**config.mk**
```make
export PLATFORM = sky130hd
export DESIGN_NAME = sd_tx_gigmac2
export DESIGN_NICKNAME = d
export VERILOG_FILES = /design/src/rtl/sd_tx_gigmac2.sv
export SDC_FILE = /design/constraint.sdc
export NUM_CORES = 1
export LEC_CHECK = 0
export CORE_MARGIN = 1.5
export CORE_UTILIZATION = 55
export DETAILED_ROUTE_END_ITERATION = 16
export GPL_TIMING_DRIVEN = 0
export PLACE_DENSITY = 0.75
export SYNTH_ARGS = -nofsm -noshare
export SYNTH_HDL_FRONTEND = slang
export SYNTH_SLANG_ARGS = --single-unit
```
**constraint.sdc**
```tcl
create_clock -name clk -period 4.2 [get_ports clk]
set_input_delay 0.84 -clock clk [delete_from_list [all_inputs] [get_ports clk]]
set_output_delay 0.84 -clock clk [all_outputs]
set_load 0.05 [all_outputs]
```
**src/rtl/sd_tx_gigmac2.sv**
```systemverilog
// rtl/sd_tx_gigmac2.sv - GMII transmit MAC: preamble/SFD framing, zero padding, CRC-32 FCS, IPG
// The FSM decides each edge what the registered GMII outputs carry in the following cycle.
module sd_tx_gigmac2 #(
  parameter int PREAMBLE_LEN = 7,
  parameter int IPG_LEN      = 12,
  parameter int MIN_FRAME    = 60
) (
  input  logic       clk,
  input  logic       reset,
  output logic       gmii_tx_dv,
  output logic       gmii_tx_er,
  output logic [7:0] gmii_txd,
  input  logic       txg_srdy,
  output logic       txg_drdy,
  input  logic [1:0] txg_code,
  input  logic [7:0] txg_data,
  output logic       tx_done,
  output logic       tx_err
);

  localparam logic [1:0]  PCC_DATA   = 2'd0;
  localparam logic [1:0]  PCC_SOP    = 2'd1;
  localparam logic [1:0]  PCC_EOP    = 2'd2;
  localparam logic [1:0]  PCC_BADEOP = 2'd3;
  localparam logic [7:0]  GMII_PRE   = 8'h55;
  localparam logic [7:0]  GMII_SFD   = 8'hD5;
  localparam logic [3:0]  PRE_LEN    = 4'(PREAMBLE_LEN);
  localparam logic [5:0]  IPG_LAST   = 6'(IPG_LEN - 1);
  localparam logic [10:0] MIN_LEN    = 11'(MIN_FRAME);

  typedef enum logic [7:0] {
    S_IDLE     = 8'b0000_0001,
    S_PREAMBLE = 8'b0000_0010,
    S_SFD      = 8'b0000_0100,
    S_PAYLOAD  = 8'b0000_1000,
    S_PAD      = 8'b0001_0000,
    S_FCS      = 8'b0010_0000,
    S_DRAIN    = 8'b0100_0000,
    S_IPG      = 8'b1000_0000
  } state_t;

  state_t      state_q, state_d;
  logic [3:0]  pre_cnt_q, pre_cnt_d;
  logic [5:0]  ipg_cnt_q, ipg_cnt_d;
  logic [1:0]  fcs_cnt_q, fcs_cnt_d;
  logic [10:0] byte_cnt_q, byte_cnt_d;
  logic [31:0] crc_q, crc_d;
  logic        bad_q, bad_d;
  logic        occ_q, occ_d;
  logic [9:0]  hold_q, hold_d;
  logic        dv_q, dv_d;
  logic        er_q, er_d;
  logic [7:0]  txd_q, txd_d;
  logic        done_q, done_d;
  logic        err_q, err_d;

  logic        ip_srdy;
  logic        ip_drdy;
  logic [1:0]  ip_code;
  logic [7:0]  ip_data;
  logic [10:0] byte_inc;
  logic [7:0]  fcs_byte;

  // Reflected CRC-32 (poly 0x04C11DB7 reversed), one byte LSB first.
  function automatic logic [31:0] crc32_byte(input logic [31:0] crc, input logic [7:0] d);
    logic [31:0] c;
    c = crc ^ {24'd0, d};
    for (int i = 0; i < 8; i++) begin
      c = c[0] ? ((c >> 1) ^ 32'hEDB8_8320) : (c >> 1);
    end
    return c;
  endfunction

  assign ip_srdy = occ_q;
  assign ip_code = hold_q[9:8];
  assign ip_data = hold_q[7:0];

  always_comb begin
    occ_d    = occ_q;
    hold_d   = hold_q;
    txg_drdy = !occ_q || ip_drdy;
    if (txg_srdy && txg_drdy) begin
      occ_d  = 1'b1;
      hold_d = {txg_code, txg_data};
    end else if (ip_drdy) begin
      occ_d  = 1'b0;
    end
  end

  always_comb begin
    state_d    = state_q;
    pre_cnt_d  = pre_cnt_q;
    ipg_cnt_d  = ipg_cnt_q;
    fcs_cnt_d  = fcs_cnt_q;
    byte_cnt_d = byte_cnt_q;
    crc_d      = crc_q;
    bad_d      = bad_q;
    ip_drdy    = 1'b0;
    dv_d       = 1'b0;
    er_d       = 1'b0;
    txd_d      = txd_q;
    done_d     = 1'b0;
    err_d      = 1'b0;
    byte_inc   = (byte_cnt_q == 11'h7FF) ? byte_cnt_q : byte_cnt_q + 11'd1;
    // FCS is ~crc; a bad frame sends the uncomplemented register instead.
    fcs_byte   = crc_q[{fcs_cnt_q, 3'b000} +: 8] ^ (bad_q ? 8'h00 : 8'hFF);

    unique case (state_q)
      S_IDLE: begin
        if (ip_srdy) begin
          if (ip_code == PCC_SOP) begin
            state_d   = S_PREAMBLE;
            pre_cnt_d = 4'd1;
            dv_d      = 1'b1;
            txd_d     = GMII_PRE;
          end else begin
            ip_drdy   = 1'b1;
          end
        end
      end
      S_PREAMBLE: begin
        dv_d = 1'b1;
        if (pre_cnt_q < PRE_LEN) begin
          txd_d     = GMII_PRE;
          pre_cnt_d = pre_cnt_q + 4'd1;
        end else begin
          txd_d      = GMII_SFD;
          state_d    = S_SFD;
          byte_cnt_d = 11'd0;
          crc_d      = 32'hFFFF_FFFF;
          bad_d      = 1'b0;
        end
      end
      S_SFD, S_PAYLOAD: begin
        dv_d = 1'b1;
        if (!ip_srdy) begin
          er_d    = 1'b1;
          txd_d   = 8'h00;
          err_d   = 1'b1;
          state_d = S_DRAIN;
        end else if (ip_code == PCC_SOP && state_q == S_PAYLOAD) begin
          // The SOP stays in the holding stage and opens the next frame after the gap.
          er_d      = 1'b1;
          txd_d     = 8'h00;
          err_d     = 1'b1;
          state_d   = S_IPG;
          ipg_cnt_d = 6'd0;
        end else begin
          ip_drdy    = 1'b1;
          txd_d      = ip_data;
          crc_d      = crc32_byte(crc_q, ip_data);
          byte_cnt_d = byte_inc;
          state_d    = S_PAYLOAD;
          if (ip_code == PCC_EOP || ip_code == PCC_BADEOP) begin
            bad_d     = (ip_code == PCC_BADEOP);
            fcs_cnt_d = 2'd0;
            state_d   = (byte_inc < MIN_LEN) ? S_PAD : S_FCS;
          end
        end
      end
      S_PAD: begin
        dv_d       = 1'b1;
        txd_d      = 8'h00;
        crc_d      = crc32_byte(crc_q, 8'h00);
        byte_cnt_d = byte_inc;
        if (byte_inc >= MIN_LEN) begin
          fcs_cnt_d = 2'd0;
          state_d   = S_FCS;
        end
      end
      S_FCS: begin
        dv_d      = 1'b1;
        er_d      = bad_q;
        txd_d     = fcs_byte;
        fcs_cnt_d = fcs_cnt_q + 2'd1;
        if (fcs_cnt_q == 2'd3) begin
          done_d    = !bad_q;
          err_d     = bad_q;
          state_d   = S_IPG;
          ipg_cnt_d = 6'd0;
        end
      end
      S_DRAIN: begin
        ip_drdy = ip_srdy;
        if (ip_srdy && (ip_code == PCC_EOP || ip_code == PCC_BADEOP)) begin
          state_d   = S_IPG;
          ipg_cnt_d = 6'd0;
        end
      end
      S_IPG: begin
        if (ipg_cnt_q == IPG_LAST) begin
          state_d = S_IDLE;
        end else begin
          ipg_cnt_d = ipg_cnt_q + 6'd1;
        end
      end
      default: state_d = S_IDLE;
    endcase
  end

  always_ff @(posedge clk) begin
    if (reset) begin
      state_q    <= S_IDLE;
      pre_cnt_q  <= 4'd0;
      ipg_cnt_q  <= 6'd0;
      fcs_cnt_q  <= 2'd0;
      byte_cnt_q <= 11'd0;
      crc_q      <= 32'hFFFF_FFFF;
      bad_q      <= 1'b0;
      occ_q      <= 1'b0;
      hold_q     <= 10'd0;
      dv_q       <= 1'b0;
      er_q       <= 1'b0;
      txd_q      <= 8'h00;
      done_q     <= 1'b0;
      err_q      <= 1'b0;
    end else begin
      state_q    <= state_d;
      pre_cnt_q  <= pre_cnt_d;
      ipg_cnt_q  <= ipg_cnt_d;
      fcs_cnt_q  <= fcs_cnt_d;
      byte_cnt_q <= byte_cnt_d;
      crc_q      <= crc_d;
      bad_q      <= bad_d;
      occ_q      <= occ_d;
      hold_q     <= hold_d;
      dv_q       <= dv_d;
      er_q       <= er_d;
      txd_q      <= txd_d;
      done_q     <= done_d;
      err_q      <= err_d;
    end
  end

  assign gmii_tx_dv = dv_q;
  assign gmii_tx_er = er_q;
  assign gmii_txd   = txd_q;
  assign tx_done    = done_q;
  assign tx_err     = err_q;

endmodule

```
==> Yosys cells after proc, flatten, opt, wreduce, memory -nomap -nowiden <==
Index checks and enable logic that the tools add are counted.
{ "word_totals": {"ff_bits": 87, "inputBits": 13, "out_inout_bits": 13, "wordCells": 172} }
{ "op_classes": {"add_sub_neg": 4, "n_lt_le_gt_ge": 3, "n_eq_ne": 27, "shift": 1, "n_mux": 79, "bitwise": 20, "n_reduce_logical": 24} }
{ "op_table": {"columns": ["operator", "count"], "rows": [
  ["$mux W32", 19],
  ["$not A13 Y14", 16],
  ["$mux W8", 15],
  ["$pmux W32 S3", 1],
  ["$pmux W8 S7", 1],
  ["$mux W11", 4],
  ["$mux W6", 7],
  ["$pmux W8 S5", 1],
  ["$pmux W11 S3", 1],
  ["$shiftx A32 B6 Y8", 1],
  ["$xor A32 B8 Y32", 1],
  ["$ne A2 B2 Y1 const B", 13],
  ["$pmux W6 S4", 1],
  ["$mux W1", 15],
  ["$mux W4", 3],
  ["$add A11 B1 Y11 const B", 1],
  ["$eq A11 B11 Y1 const B", 1],
  ["$ge A11 B6 Y1 const B", 1],
  ["$lt A11 B6 Y1 const B", 1],
  ["$reduce_and A5 Y1", 2],
  ["$eq A8 B1 Y1 const B", 1],
  ["$eq A8 B2 Y1 const B", 1],
  ["$eq A8 B3 Y1 const B", 1],
  ["$eq A8 B4 Y1 const B", 1],
  ["32 further kinds", 49]
]} }

==> Depth between registers and ports, before layout <==
Gate-level depths: netlist of the first run.
{ "depth": {"word_depth": 20, "depth_mapped": 9, "depth_no_buf": 7} }

==> Worst setup path after synthesis of the first run <==
OpenSTA, ideal clock, no wires.
{ "synth_path": {"kind": "reg2out", "start": "register state_q[5]", "end": "output port txg_drdy", "t_arrival_ns": 1.430, "required_time_ns": 3.360, "setup_slack_ns": 1.930, "path_stages_with_launch": 5, "path_buffers": 0, "cell_sequence": "dfxtp_1 -> nor4_4 -> nand4b_1 -> a21oi_1 -> or2_2"} }
{ "synth_via": {"elab_chain_cells": 6, "word_cells_on_any_way": 10, "classes_between": "eq/ne: 4; mux: 3; reduce/logical: 3"} }
{ "synth_lines": {"columns": ["item", "line_no", "rtl"], "rows": [
  ["from (decl)", "42", "state_t state_q, state_d;"],
  ["from (signal assigned)", "218", "state_q <= state_d;"],
  ["$eq A8 B4 Y1", "108, 141", null],
  ["$logic_and A1 B1 Y1", "141", "end else if (ip_code == PCC_SOP && state_q == S_PAYLOAD) begin"],
  ["$mux W1", "141", null],
  ["$mux W1", "136", "if (!ip_srdy) begin"],
  ["$pmux W1 S3 *", "108", "unique case (state_q)"],
  ["$logic_or A1 B1 Y1 *", "81", "txg_drdy = !occ_q || ip_drdy;"],
  ["to (decl)", "14", "output logic txg_drdy,"]
]} }
Every way passes the cells marked *; elsewhere a longest branch is shown, timed or not.

==> Final worst setup path of the first run <==
Ends and elaborated chain as after synthesis.

==> results.md, run 1 <==
- The run finished with clean final reports.
- The number of gates resized after CTS was 0.
- Yosys mapped the design onto 72 distinct sky130hd cell types.
- The floorplan step defined a core boundary enclosing 10460 um^2.
- The height of the die is between 100 and 150 um.
- The shortest period the worst path allows is about 3.6 ns.
- The ratio of total power to cell area is between 300 and 400 nW/um^2.
- The clock passes through at most 2 buffers.
- The max-slew violation count is 0.
- Setup repair after global routing left no endpoint under its margin.
- The number of clock buffers inserted by TritonCTS is 9.
- The placer's final routability congestion estimate is about 0.94.
- The type of destination of the critical path is an output pin.
- The biggest area contributor in the post-synthesis netlist is sky130_fd_sc_hd__dfxtp_1.
- In this run the tool buffered the top-level ports with 24 buffer cells.
- The die area is roughly 12000 um^2.
- The fill cell instance count of the final layout is ~940.
- The startpoint kind of the worst setup timing path is a register.
- Counting every instance in the synthesized netlist gives approximately 670.
- Counting every net in the synthesized netlist gives 682.
- Of the post-synthesis cell area, the dominant cell type holds slightly below 30%.
- Cells fill a little under two thirds of the core in the end.
- The post-cts hold buffer count is 0.
- Each instance of the synthesized netlist takes up on average roughly 9 um^2.
- The share of post-route cells with drive strength above 1 is ~11%.
- For this run, the detailed router's first-pass iteration total came to 5.
- Headroom to the max-slew limit came out at ~36%.
- Tracing the worst setup path back leads to its startpoint at state_q[5].
- Max-cap violations in this run came to 0.
- The number of cells on the worst reg-to-reg path is 7.
- The clock drives slightly below 90 sinks.
- The static leakage is 2.528 nW.
- The remaining number of nets flagged by the antenna check after routing is 0.
- Data on the critical path is required at its endpoint by around 3.4 ns.
- Following the worst setup path forward leads to its endpoint at txg_drdy.
- By count the netlist is led by 87 x sky130_fd_sc_hd__dfxtp_1, 76 x sky130_fd_sc_hd__xnor2_1, 75 x sky130_fd_sc_hd__nor2_1.
- The data arrival time of the critical path is between 2 and 3 ns.
- For met1 alone, demand over resource in global routing was about two fifths.
- The final worst clock skew is roughly 0.012 ns.
- The estimated wirelength of the detail-placed design is roughly 12000 um.
- CTS built an H-tree with a depth of 3.
- The tree is rooted in a sky130_fd_sc_hd__clkbuf_8.
- The type of the tightest min-delay check is reg2reg.
- The most utilized layer in the global route result is met2.
- Synthesis inferred just under 90 register bits.
- The number of warnings issued by yosys is 0.
- For the pin with the worst max-slew slack, the measured transition is around 0.96 ns.
- Summed over all failing endpoints, the final setup total negative slack is 0 ns.
- The floorplan has 37 rows.
- The reg-to-reg critical path startpoint is state_q[5].
- The worst-case IR drop observed on VDD is between 0.1 and 0.15 mV.
- The first-pass GRT wire length is 26960 um.
- The global routing met2 resource utilization is between 40% and 50%.
- The type of the worst setup path is reg2out.
- The width of the chip is about 110 um.
- The starting density of the core is a little under three fifths.
- The clock latency on the worst-skew pair is around 0.38 ns.
- The upper clock frequency limit is around 280 MHz.
- After clock tree synthesis, the clock-pin slew on the worst setup and hold paths is 0.10 ns.
- The number of DRC markers after the initial detailed-route iteration is just over 600.
- The total grt overflow is 0.
- Entering global routing, the biggest net connects 16 pins.
- Along the worst path, the maximum fanout reaches 9.
- The area taken by flip-flops and latches is 1742 um^2.
- The layout overhead on the synthesized area is 10.81%.
- Dividing the detail-routed via count by the number of cells gives about 6.3.
- The number of enable-type register cells in the synthesized netlist is 0.
- By area the synthesized netlist is led by sky130_fd_sc_hd__dfxtp_1 29%, sky130_fd_sc_hd__xnor2_1 11%, sky130_fd_sc_hd__xor2_1 4.8%.
- The worst reg2reg path endpoint is crc_q[1].
- The final-report hold violation count was 0.
- The overall routed net length is 16930 um.
- The number of antenna violations at the first check in global routing is 0.
- Summing all multi-input logic gate instances after layout gives just under 4000 um^2.
- Setup violations remaining at the end of the flow were counted as 0.
- The post-route fraction of the period consumed by the critical path is 85.61%.
- Summing the sequential cell areas from Yosys gives between 20% and 30% of the chip area.
- For this design the top-level I/O count stands at 26.
- The total number of vias is roughly 5.3k.
- The library cell with the highest instance count after synthesis is sky130_fd_sc_hd__dfxtp_1.
- The via count of the first global-routing pass came to slightly above 5k.
- For this run, design rule violations remaining after detail routing come to 0.
- The final-stage net count is roughly 720.
- The most used flip-flop cell after synthesis is sky130_fd_sc_hd__dfxtp_1.
- The mapped netlist covers ~6000 um^2.
- The repair_antennas step left the layout with diodes totalling 0.
- In the global route stage, met3 resource usage came out at about 5.4%.
- The TritonCTS clock tree is done.
- Global routing used roughly 30% of the available tracks across all layers.
- For this run, asynchronously set or reset flops after synthesis account for 0%.
- The setup fix buffers added after clock tree synthesis is 0.
- In the final routed layout, each cell accounts on average for slightly above 20 um.
- The register-to-register path setup slack is about 1.5 ns.
-- metrics by stage --
step | cells | power [mW] | hold slack [ns] | instance area [um^2] | worst slack (ns)
2_1_floorplan | 665 | 1.257 | 0.4491 | 5997 | 1.930
3_3_place_gp | 825 | 1.349 | 0.4465 | 6407 | 1.067
3_5_place_dp | 825 | 1.362 | 0.4632 | 6407 | 1.085
4_1_cts | 841 | 2.062 | 0.4752 | 6645 | 0.6424
5_1_grt | 841 | 2.134 | 0.5025 | 6645 | 0.4849
6_report | 841 | 2.063 | 0.4691 | 6645 | 0.6042
-- metal layers --
metal	up-vias	routed length, um
li1	2459	-
met5	-	0
met2	250	7847
met3	34	1338
met1	2590	7421
met4	0	320
-- critical path, cell delays in order (launching register included) --
cell                              delay (ns)
sky130_fd_sc_hd__dfxtp_1                0.37
sky130_fd_sc_hd__nor4_4                 0.52
sky130_fd_sc_hd__nand4b_1               0.27
sky130_fd_sc_hd__a21oi_1                0.26
sky130_fd_sc_hd__or2_2                  0.15
sky130_fd_sc_hd__clkdlybuf4s50_1        0.79
-- cell families after synthesis --
logic type | synth area share, %
compound gates | 20.84
xor+xnor | 22.78
fa+ha+maj | 0.8346
buf+inv | 5.591
flops | 29.04
mux | 4.903
simple gates | 16.00
-- sequential cells by signal, indices dropped and copies added, names as in the netlist --
register / count
pre_cnt_q: 4
gmii_tx_dv: 1
crc_q: 32
ip_srdy: 1
fcs_cnt_q: 2
hold_q: 10
byte_cnt_q: 11
gmii_txd: 8
ipg_cnt_q: 6
tx_err: 1
bad_q: 1
gmii_tx_er: 1
tx_done: 1
state_q: 8
-- worst min-delay path by stage --
stage	startpoint	to	depth (start not counted)
detailed placement	gmii_txd[7]	gmii_txd[7]	2
finish	gmii_txd[7]	gmii_txd[7]	2
CTS	gmii_txd[7]	gmii_txd[7]	2
global placement	gmii_txd[7]	gmii_txd[7]	2
global route	gmii_txd[0]	gmii_txd[0]	2
floorplan	ipg_cnt_q[1]	ipg_cnt_q[1]	2
-- cells in the final DEF (no fill, tap or decap), types with 11 or more instances in the layout --
cell,count
sky130_fd_sc_hd__a221oi_1,18
sky130_fd_sc_hd__buf_2,16
sky130_fd_sc_hd__clkdlybuf4s50_1,24
sky130_fd_sc_hd__xnor2_1,76
sky130_fd_sc_hd__o21ai_0,18
sky130_fd_sc_hd__nor3_1,17
sky130_fd_sc_hd__a211o_1,15
sky130_fd_sc_hd__clkbuf_8,15
sky130_fd_sc_hd__clkbuf_1,20
sky130_fd_sc_hd__o21bai_1,12
sky130_fd_sc_hd__mux2i_1,11
sky130_fd_sc_hd__nor2_1,75
sky130_fd_sc_hd__a21oi_1,44
sky130_fd_sc_hd__dfxtp_1,87
sky130_fd_sc_hd__nand3_1,18
sky130_fd_sc_hd__nand2_1,26
sky130_fd_sc_hd__xor2_1,33
sky130_fd_sc_hd__inv_1,12
-- cell type report --
class	instances	area share (%)
plain buffers	50	4.368
clock buffers	11	2.278
clock inverters	5	1.299
inverters	12	0.6778
multi-input cells	516	58.99
flip-flops and latches	87	26.21
well taps	136	2.561
repair buffers	24	3.615
-- power breakdown --
part / internal (mW) / switching, mW / total (mW)
Combinational: 0.219 / 0.270 / 0.489
Sequential: 0.845 / 0.0204 / 0.866
Clock: 0.373 / 0.334 / 0.707
Note: power is estimated with default switching activity, not from simulation.
==> run 2: changes to the inputs <==
==> constraint.sdc (replaced) <==
create_clock -name clk -period 4.1 [get_ports clk]
set_input_delay 0.82 -clock clk [delete_from_list [all_inputs] [get_ports clk]]
set_output_delay 0.82 -clock clk [all_outputs]
set_load 0.05 [all_outputs]
==> results of run 2 <==
The final DEF is identical to that of run 1. Status: finished, final reports clean.
Among the figures that moved: setup slack after placement 1.085 ns -> 1.005 ns; setup slack after layout 0.6042 ns -> 0.5242 ns; register-to-register setup slack 1.48 ns -> 1.38 ns; total power 2.063 mW -> 2.113 mW; worst IR drop on VDD 0.1410 mV -> 0.1444 mV
==> run 3: changes to the inputs <==
--- a/config.mk
+++ b/config.mk
@@ -9,6 +9,7 @@
 export CORE_UTILIZATION = 55
 export DETAILED_ROUTE_END_ITERATION = 16
 export GPL_TIMING_DRIVEN = 0
+export HOLD_SLACK_MARGIN = 0.1
 export PLACE_DENSITY = 0.75
 export SYNTH_ARGS = -nofsm -noshare
 export SYNTH_HDL_FRONTEND = slang
==> results of run 3 <==
The final DEF is identical to that of run 1. Status: finished, final reports clean.
Among the figures that moved: setup slack after placement 1.085 ns -> 1.005 ns; setup slack after layout 0.6042 ns -> 0.5242 ns; register-to-register setup slack 1.48 ns -> 1.38 ns; total power 2.063 mW -> 2.113 mW; worst IR drop on VDD 0.1410 mV -> 0.1444 mV
==> RTL edit: new RTL, flow settings as in run 3 <==
Remove the register `err_q`: a continuous assignment takes its place, so the output `tx_err` follows one clock earlier.
--- a/src/rtl/sd_tx_gigmac2.sv
+++ b/src/rtl/sd_tx_gigmac2.sv
@@ -214,5 +214,4 @@
       txd_q      <= 8'h00;
       done_q     <= 1'b0;
-      err_q      <= 1'b0;
     end else begin
       state_q    <= state_d;
@@ -229,7 +228,8 @@
       txd_q      <= txd_d;
       done_q     <= done_d;
-      err_q      <= err_d;
     end
   end
+
+  assign err_q = err_d;
 
   assign gmii_tx_dv = dv_q;
Behaviour: no difference found for any inputs over 10 cycles, from zero or initial values and one cycle with reset high; that may be too few to reach the edited logic, so the function may still have changed.
==> RTL edit against run 3 <==
- area after synthesis down 1.8%
- total power up 6.0%
- routed wire length up 2.4%
- non-clock buffer count up 5
- critical path depth up 1
- cell count unchanged
- setup slack worse by 0.072 ns
- sequential cell count down 1
- sequential power up 2.7%
- maximum frequency down 2.0%
- global-route usage up 1.7 points
- design area down 2.3%
- first-iteration DRC count down 25%
- critical endpoint is now tx_err
==> RTL edit: results (changes against run 3) <==
synthFlopType: "dfxtp_1"
hold_path.startpoint: "pre_cnt_q[0]"
worstRegToRegCells: 7  # unchanged
synth_cell_types: 71  # -1.4%
ir_worst_vdd_uv: 311  # +120%
first_iter_violations: 454  # -25%
drive_gt1_share_pct: 10.5  # -0.99 points
status: "completed"
grt_max_degree: 15  # -1
drtPass1Iterations: 5  # unchanged
holdPathEnd: "pre_cnt_q[0]"
fin_nets: 718  # +0.14%
critical_path_arrival_ns: 2.83  # +0.07 ns
n_fill_cell: 894  # -4.6%
via_count: 5220  # -2.1%
cts-root-buf: "clkbuf_8"
routed_wl_mm: 17.3  # +2.4%
cp_top_family: "simple AND/OR/NAND/NOR gates"
met1_usage_pct: 39.7  # -1.4 points
power.leakage_nw: 2.36  # -6.5%
path_clk_slew_ns: 0.09
gp_congestion: 0.956  # +1.5%
met3_usage_pct: 9.01  # +3.6 points
port_buffers: 25  # +4.2%
n_antenna_cell: 0  # unchanged
use_met2_pct: 52.2  # +3.3 points
max_slew_margin_pct: 38.0  # +2.1 points
critPathMaxFanout: 10  # +1
rrSetupSlack_ns: 1.33  # -0.05 ns
seq_area_frac_synth_pct: 29.2  # +0.20 points
synth.top_cells.by_area: "dfxtp_1, xnor2_1, xor2_1, nor2_1, mux4_2"
ctsLongestPathBuffers: 2  # unchanged
syn_inst: 665  # unchanged
grt_pass1_vias: 5091  # -1.2%
fin_worst_skew_ns: 0.0115  # -0.000698 ns
grt_pass1_wl_mm: 27.7  # +2.7%
timing.rr.end: "crc_q[5]"
cp_slowest_cell: "nor4_4"
dp_hpwl_mm: 12.7  # +3.9%
grt.total_usage_pct: 32.3  # +1.7 points
ys_top_cells_by_count: "xnor2_1, dfxtp_1, nor2_1, nand2_1, xor2_1"
rr_startpoint: "state_q[2]"
p_int_mw: 1.44  # -2.3%
min_path_cells: 1  # -1
cp_slowest_stage_delay_ns: 0.46  # -0.33 ns
yosys_warnings: 0  # unchanged
place_inst: 826  # +0.12%
synth-async-reset-ratio_pct: 0  # unchanged
## RTL edit: cell count changes after synthesis, moves of 7 or more
cell / run 3 / this run
clkbuf_1: 20 / 27
o21ai_0: 18 / 34
nand2_1: 26 / 39
xnor2_1: 76 / 93
a221oi_1: 18 / 11
o21bai_1: 12 / 1
nor2_1: 75 / 59
a211o_1: 15 / 7
a21oi_1: 44 / 33
## RTL edit: what timing repair did
| item | in CTS | in global routing |
|---|---|---|
| resized for setup | 0 | 1 |
| hold endpoints to repair | 0 | 0 |
| setup endpoints to repair | 0 | 1 |
## RTL edit: cells by family (layout without fill, tap and decap cells)
group	count (synthesis)	after routing	synth area share, %
AO/OA/AOI/OAI	153	153	18.1
XOR/XNOR	145	145	24.6
buffers and inverters	60	100	4.95
flip-flops	86	86	29.2
multiplexers	22	22	5.44
AND/OR/NAND/NOR	195	195	16.9
adder cells (fa/ha/maj)	4	4	0.850
## RTL edit: per-layer routing
metal | part of all wire, % | up-vias | wire [microns]
li1 | - | 2446 | -
met1 | 41 | 2493 | 7080
met2 | 46 | 223 | 8020
met3 | 8.4 | 58 | 1460
met4 | 4.4 | 0 | 766
met5 | 0 | - | 0
## RTL edit: worst max-delay path by stage
stage          startpoint  slack, ns     end  cells after the start
2_1_floorplan  state_q[2]       0.81  tx_err                      5
3_3_place_gp   state_q[2]       0.52  tx_err                      6
3_5_place_dp   state_q[2]       0.49  tx_err                      6
4_1_cts        state_q[2]       0.05  tx_err                      6
5_1_grt        state_q[2]       0.24  tx_err                      6
6_report       state_q[2]       0.45  tx_err                      6
## RTL edit: power groups by stage
stage / logic [mW] / registers, mW / clock network, mW
2_1_floorplan: 0.554 / 0.944 / 0
3_3_place_gp: 0.718 / 0.928 / 0
3_5_place_dp: 0.737 / 0.931 / 0
4_1_cts: 0.740 / 0.911 / 0.594
5_1_grt: 0.806 / 0.917 / 0.620
6_report: 0.750 / 0.911 / 0.579
## RTL edit: layout make-up
| cell class | instances | area share (%) |
|---|---|---|
| clock inverter | 4 | 0.482 |
| inverter | 6 | 0.347 |
| sequential | 86 | 26.5 |
| buffer | 54 | 4.14 |
| multi-input combinational | 519 | 59.7 |
| timing repair buffer | 25 | 3.89 |
| tap | 136 | 2.62 |
| clock buffer | 11 | 2.33 |
## RTL edit: per-stage QoR
step | util, % | area [sq um] | hold WS (ns) | setup slack (ns) | total power [mW]
6_report | 62.6 | 6490 | 0.515 | 0.452 | 2.24
5_1_grt | 62.6 | 6490 | 0.548 | 0.236 | 2.34
4_1_cts | 62.6 | 6490 | 0.519 | 0.0471 | 2.24
3_5_place_dp | 60.8 | 6310 | 0.506 | 0.490 | 1.67
3_3_place_gp | 60.8 | 6310 | 0.485 | 0.516 | 1.65
2_1_floorplan | - | 5890 | 0.446 | 0.808 | 1.50
